$ cat src/rtl/add_operand_pair_pkg.sv
// Constants shared by the operand-issue block and the FP16 ADD stage.
package add_operand_pair_pkg;

    localparam int unsigned FP16_W         = 16;
    localparam int unsigned INFO_W_DEFAULT = 23;

endpackage

$ cat src/rtl/operand_fifo.sv
// Synchronous FIFO with read pointer plus occupancy count. The head entry is
// presented combinationally. Write and read may happen together, even when full.
module operand_fifo #(
    parameter int unsigned WIDTH = 39,
    parameter int unsigned DEPTH = 4
) (
    input  logic             clk_i,
    input  logic             rst_i,
    input  logic             wr_en_i,
    input  logic [WIDTH-1:0] wr_data_i,
    input  logic             rd_en_i,
    output logic             empty_o,
    output logic             full_o,
    output logic [WIDTH-1:0] head_o
);

    localparam int unsigned      PTR_W    = $clog2(DEPTH);
    localparam logic [PTR_W-1:0] PTR_ONE  = PTR_W'(1);
    localparam logic [PTR_W:0]   CNT_ONE  = (PTR_W + 1)'(1);
    localparam logic [PTR_W:0]   CNT_FULL = (PTR_W + 1)'(DEPTH);

    logic [PTR_W-1:0] rd_ptr_q, rd_ptr_d;
    logic [PTR_W:0]   count_q, count_d;
    logic [PTR_W-1:0] wr_ptr;
    logic [WIDTH-1:0] mem_q [DEPTH];

    // Write slot wraps modulo DEPTH; when full with a pop, it is the slot being read.
    assign wr_ptr  = rd_ptr_q + count_q[PTR_W-1:0];
    assign empty_o = (count_q == '0);
    assign full_o  = (count_q == CNT_FULL);
    assign head_o  = mem_q[rd_ptr_q];

    // Next read pointer and occupancy from this cycle's write/read pair.
    always_comb begin
        rd_ptr_d = rd_ptr_q;
        count_d  = count_q;
        if (rd_en_i) begin
            rd_ptr_d = rd_ptr_q + PTR_ONE;
        end
        if (wr_en_i && !rd_en_i) begin
            count_d = count_q + CNT_ONE;
        end else if (rd_en_i && !wr_en_i) begin
            count_d = count_q - CNT_ONE;
        end
    end

    // Pointer and count registers.
    always_ff @(posedge clk_i or posedge rst_i) begin
        if (rst_i) begin
            rd_ptr_q <= '0;
            count_q  <= '0;
        end else begin
            rd_ptr_q <= rd_ptr_d;
            count_q  <= count_d;
        end
    end

    // Storage array; contents are don't-care while count is zero.
    always_ff @(posedge clk_i) begin
        if (wr_en_i) begin
            mem_q[wr_ptr] <= wr_data_i;
        end
    end

endmodule

$ cat src/rtl/add_operand_pair.sv
// Pairs two independently timed FP16 operand streams and issues one registered
// operand pair per cycle toward the ADD stage whenever both FIFOs hold data.
module add_operand_pair
    import add_operand_pair_pkg::*;
#(
    parameter int unsigned INFO_WIDTH = INFO_W_DEFAULT,
    parameter int unsigned DEPTH      = 4
) (
    input  logic                  clk,
    input  logic                  rst,
    input  logic                  a_vld,
    input  logic [FP16_W-1:0]     a_data,
    input  logic [INFO_WIDTH-1:0] a_info,
    output logic                  a_rdy,
    input  logic                  b_vld,
    input  logic [FP16_W-1:0]     b_data,
    input  logic [INFO_WIDTH-1:0] b_info,
    output logic                  b_rdy,
    output logic                  in_vld,
    output logic [FP16_W-1:0]     data0,
    output logic [FP16_W-1:0]     data1,
    output logic [INFO_WIDTH-1:0] info_in,
    output logic                  err_ovf,
    output logic                  err_info
);

    localparam int unsigned ENTRY_W = FP16_W + INFO_WIDTH;

    logic               a_empty, a_full, b_empty, b_full;
    logic [ENTRY_W-1:0] a_head, b_head;
    logic               pop, a_wr, b_wr;

    logic                  in_vld_q, in_vld_d;
    logic [FP16_W-1:0]     data0_q, data0_d;
    logic [FP16_W-1:0]     data1_q, data1_d;
    logic [INFO_WIDTH-1:0] info_q, info_d;
    logic                  err_ovf_q, err_ovf_d;
    logic                  err_info_q, err_info_d;

    // A full FIFO still accepts a write in a cycle where it is also popped.
    assign pop   = !a_empty && !b_empty;
    assign a_wr  = a_vld && (!a_full || pop);
    assign b_wr  = b_vld && (!b_full || pop);
    assign a_rdy = !a_full;
    assign b_rdy = !b_full;

    operand_fifo #(
        .WIDTH (ENTRY_W),
        .DEPTH (DEPTH)
    ) u_fifo_a (
        .clk_i     (clk),
        .rst_i     (rst),
        .wr_en_i   (a_wr),
        .wr_data_i ({a_data, a_info}),
        .rd_en_i   (pop),
        .empty_o   (a_empty),
        .full_o    (a_full),
        .head_o    (a_head)
    );

    operand_fifo #(
        .WIDTH (ENTRY_W),
        .DEPTH (DEPTH)
    ) u_fifo_b (
        .clk_i     (clk),
        .rst_i     (rst),
        .wr_en_i   (b_wr),
        .wr_data_i ({b_data, b_info}),
        .rd_en_i   (pop),
        .empty_o   (b_empty),
        .full_o    (b_full),
        .head_o    (b_head)
    );

    // Load the output pair on a pop and accumulate the sticky error flags.
    always_comb begin
        in_vld_d   = 1'b0;
        data0_d    = data0_q;
        data1_d    = data1_q;
        info_d     = info_q;
        err_info_d = err_info_q;
        err_ovf_d  = err_ovf_q | (a_vld & ~a_wr) | (b_vld & ~b_wr);
        if (pop) begin
            in_vld_d = 1'b1;
            data0_d  = a_head[ENTRY_W-1:INFO_WIDTH];
            data1_d  = b_head[ENTRY_W-1:INFO_WIDTH];
            info_d   = a_head[INFO_WIDTH-1:0];
            if (a_head[INFO_WIDTH-1:0] != b_head[INFO_WIDTH-1:0]) begin
                err_info_d = 1'b1;
            end
        end
    end

    // Output and flag registers.
    always_ff @(posedge clk or posedge rst) begin
        if (rst) begin
            in_vld_q   <= 1'b0;
            data0_q    <= '0;
            data1_q    <= '0;
            info_q     <= '0;
            err_ovf_q  <= 1'b0;
            err_info_q <= 1'b0;
        end else begin
            in_vld_q   <= in_vld_d;
            data0_q    <= data0_d;
            data1_q    <= data1_d;
            info_q     <= info_d;
            err_ovf_q  <= err_ovf_d;
            err_info_q <= err_info_d;
        end
    end

    assign in_vld   = in_vld_q;
    assign data0    = data0_q;
    assign data1    = data1_q;
    assign info_in  = info_q;
    assign err_ovf  = err_ovf_q;
    assign err_info = err_info_q;

endmodule

$ cat config.mk
export PLATFORM = sky130hd
export DESIGN_NAME = add_operand_pair
export DESIGN_NICKNAME = d
export VERILOG_FILES = /design/src/rtl/add_operand_pair_pkg.sv /design/src/rtl/operand_fifo.sv /design/src/rtl/add_operand_pair.sv
export SDC_FILE = /design/constraint.sdc
export NUM_CORES = 1
export LEC_CHECK = 0
export ABC_AREA = 0
export CELL_PAD_IN_SITES_DETAIL_PLACEMENT = 1
export CELL_PAD_IN_SITES_GLOBAL_PLACEMENT = 1
export CORE_ASPECT_RATIO = 0.8
export CORE_MARGIN = 2
export CORE_UTILIZATION = 41
export DETAILED_ROUTE_END_ITERATION = 10
export PLACE_DENSITY_LB_ADDON = 0.1
export SLEW_MARGIN = 20
export SYNTH_ARGS = -nofsm -noshare
export SYNTH_HDL_FRONTEND = slang
export SYNTH_SLANG_ARGS = --single-unit
$ cat constraint.sdc
create_clock -name clk -period 8.75 [get_ports clk]
set_input_delay 1.75 -clock clk [delete_from_list [all_inputs] [get_ports clk]]
set_output_delay 1.75 -clock clk [all_outputs]
set_load 0.05 [all_outputs]
==> out/qor.yml <==
status: "finished, final reports clean"
crit_chain: "nor2_1 > nand2_1 > clkdlybuf4s50_1"
synthesis.instances: 629
antenna_cells: 0
clock-root-buffer: "clkbuf_16"
ys_types: 26
synth_warnings: 0
route.antenna.remaining_nets: 0
rr_worst_depth: 6
dieArea_sq_mm: 0.0363
clock-sinks: 380
synth_area_sq_mm: 0.0143
slew_headroom_pct: 26.6
io_buffers: 141
dpl-instance-area_sq_mm: 0.0163
reg2reg_to: "u_fifo_b.mem_q[2][30]$_DFFE_PP_"
ios: 142
swShare_pct: 34.5
grt_setup_unrepaired: "no"
dieHeight_um: 171
power_switching_mw: 2.64
grt_use_met3_pct: 2.85
endpoint_kind: "primary output"
cts_buffers: 39
final_nets: 886
grt_start_max_net_pins: 62
cp.arrival_ps: 1950
dp_hpwl_mm: 17.6
setup_viol: 0
cts_resized: 0
tns_ps: 0
drt_iter0_markers: 426
drt_wl_total_mm: 28.8
finalHoldViolations: 0
grt_pass1_vias: 7212
path_depth: 3
drc_errors: 0
period_needed_ps: 3700
rr_startpoint: "u_fifo_b.rd_ptr_q[0]$_DFFE_PP0P_"
crit_path_max_fanout: 6
grt_pass1_wl_mm: 44.2
min-delay-start: "err_ovf$_DFF_PP0_"
overflow: 0
met1_usage_pct: 23.2
ir_drop_mv: 0.223
vias: 6522
clk_pin_slew_ps: 60
critPathMaxStageDelay_ps: 790
cpMaxStageDelayCell: "clkdlybuf4s50_1"
crit_type: "reg -> out"
fmax_mhz: 270
maxCapViolations: 0
grtUsageMet2_pct: 26.7
drt-wirelength-per-cell_um: 22.2
worstSkewPairLatency_ps: 520
cts_tree: "done"
grt-busiest-layer: "met2"
hold-path-endpoint: "err_ovf$_DFF_PP0_"
start_util_pct: 41.3
rrSetupSlack_ps: 5660
rows: 61
cts_hold_buf: 0
area_growth_pct: 22.5
skew_ps: 13.6
seq_area_frac_synth_pct: 77.6
core_sq_mm: 0.0345
cts_setup_buffers: 0
place_congestion: 0.717
vias_per_cell: 5.02
period_share_pct: 42.3
stdcell_area_sq_mm: 0.0175
avgSynthCellArea_sq_um: 22.7
hold_ws_ps: 468
die_x_um: 213
htree_levels: 2
comb_power_share_pct: 37.3
synth_seq_cells: 380
worstSetupStartpointType: "flop"
firstDrtPassIters: 5
clockBufferDepth: 3
grtUsageTotal_pct: 16.5
crit_family: "buffers and inverters"
fillers: 3129
path_buf_inv: 1
max_slew.worst_pin.slew_ps: 1100
drive_gt1_share_pct: 22.5
cp.required_ps: 7000
p_clk_share_pct: 20.2
worstHoldPathCells: 1
seq_power_share_pct: 42.5
p_int_mw: 5.00
maxSlewViolCount: 0
antenna_found_initial: 0
hold_path.class: "reg -> reg"
leakagePower_nw: 5.83
synth_fp_nets: 717
powerDensity_mw_per_mm2: 437
cp-startpoint: "u_fifo_b.count_q[0]$_DFFE_PP0P_"
## power by group through the flow
stage	Clock [mW]	Sequential, mW	Combinational, mW
after floorplan	0	3.60	1.63
final	1.55	3.24	2.85
after detailed placement	0	3.30	2.92
after global routing	1.66	3.34	3.06
after CTS	1.60	3.27	2.93
after global placement	0	3.24	2.85
## cell usage after synthesis, drive strengths merged
master | count | area (sq um)
buf | 23 | 138
nand2 | 10 | 37.5
edfxtp | 312 | 9370
o32a | 1 | 10.0
nor2 | 9 | 33.8
dfrtp | 68 | 1700
inv | 6 | 22.5
nor4 | 3 | 18.8
mux4 | 78 | 1760
a31oi | 1 | 6.26
nor3 | 5 | 25.0
mux2 | 57 | 642
a21o | 1 | 7.51
ha | 4 | 50.1
xor2 | 15 | 131
xnor2 | 24 | 210
nor2b | 2 | 12.5
a22o | 1 | 8.76
or2 | 1 | 6.26
fa | 2 | 40.0
nand4 | 4 | 25.0
clkbuf | 2 | 7.51
## cell families after synthesis
kind of cell	Yosys count	share of synthesized area, %
buffers and inverters	31	1.18
multiplexers	135	16.8
AO/OA/AOI/OAI	4	0.228
flip-flops	380	77.6
XOR/XNOR	39	2.40
adder cells (fa/ha/maj)	6	0.632
AND/OR/NAND/NOR	34	1.11
## placed cells by master, fill, tap and decap left out, drive strengths merged, types with 9 or more instances in the layout
master	instances
xor2	15
xnor2	24
mux4	78
nand2	10
edfxtp	312
buf	12
nor2	9
dfrtp	68
clkbuf	63
clkdlybuf4s50	141
mux2	57
## layout make-up
| type | count | area, sq um | area share [%] |
|---|---|---|---|
| Clock inverter | 7 | 32.5 | 0.186 |
| Multi-Input combinational cell | 218 | 3070 | 17.6 |
| Sequential cell | 380 | 11100 | 63.4 |
| Timing Repair Buffer | 153 | 1500 | 8.60 |
| Tap cell | 472 | 591 | 3.38 |
| Clock buffer | 63 | 1170 | 6.69 |
| Inverter | 6 | 23.8 | 0.136 |
## worst max-delay path by stage
stage	to
floorplan	u_fifo_a.mem_q[0][0]$_DFFE_PP_
global placement	u_fifo_a.mem_q[3][27]$_DFFE_PP_
detailed placement	u_fifo_a.mem_q[3][26]$_DFFE_PP_
CTS	b_rdy
global route	b_rdy
finish	b_rdy
## stage by stage
stage | power, mW | std cells | worst slack, ps | utilization, %
floorplan | 5.23 | 629 | 3730 | -
global placement | 6.09 | 1229 | 5160 | 47.1
detailed placement | 6.22 | 1229 | 5070 | 47.1
CTS | 7.79 | 1299 | 5010 | 50.6
global route | 8.06 | 1299 | 4950 | 50.6
finish | 7.64 | 1299 | 5050 | 50.6
## flip-flops by register name (all words and copies together) (netlist names), 3 cells and up
signal            flops
info_in              23
u_fifo_a.count_q      3
u_fifo_b.count_q      3
data0                16
u_fifo_a.mem_q      156
u_fifo_b.mem_q      156
data1                16
## metal layers
| metal | part of all wire (%) | vias to the layer above | wire length (um) |
|---|---|---|---|
| li1 | - | 2888 | - |
| met1 | 45 | 3477 | 13100 |
| met2 | 49 | 115 | 14100 |
| met3 | 3.5 | 42 | 1020 |
| met4 | 1.8 | 0 | 532 |
| met5 | 0 | - | 0 |
No activity file was read; power rests on OpenSTA's default activity.
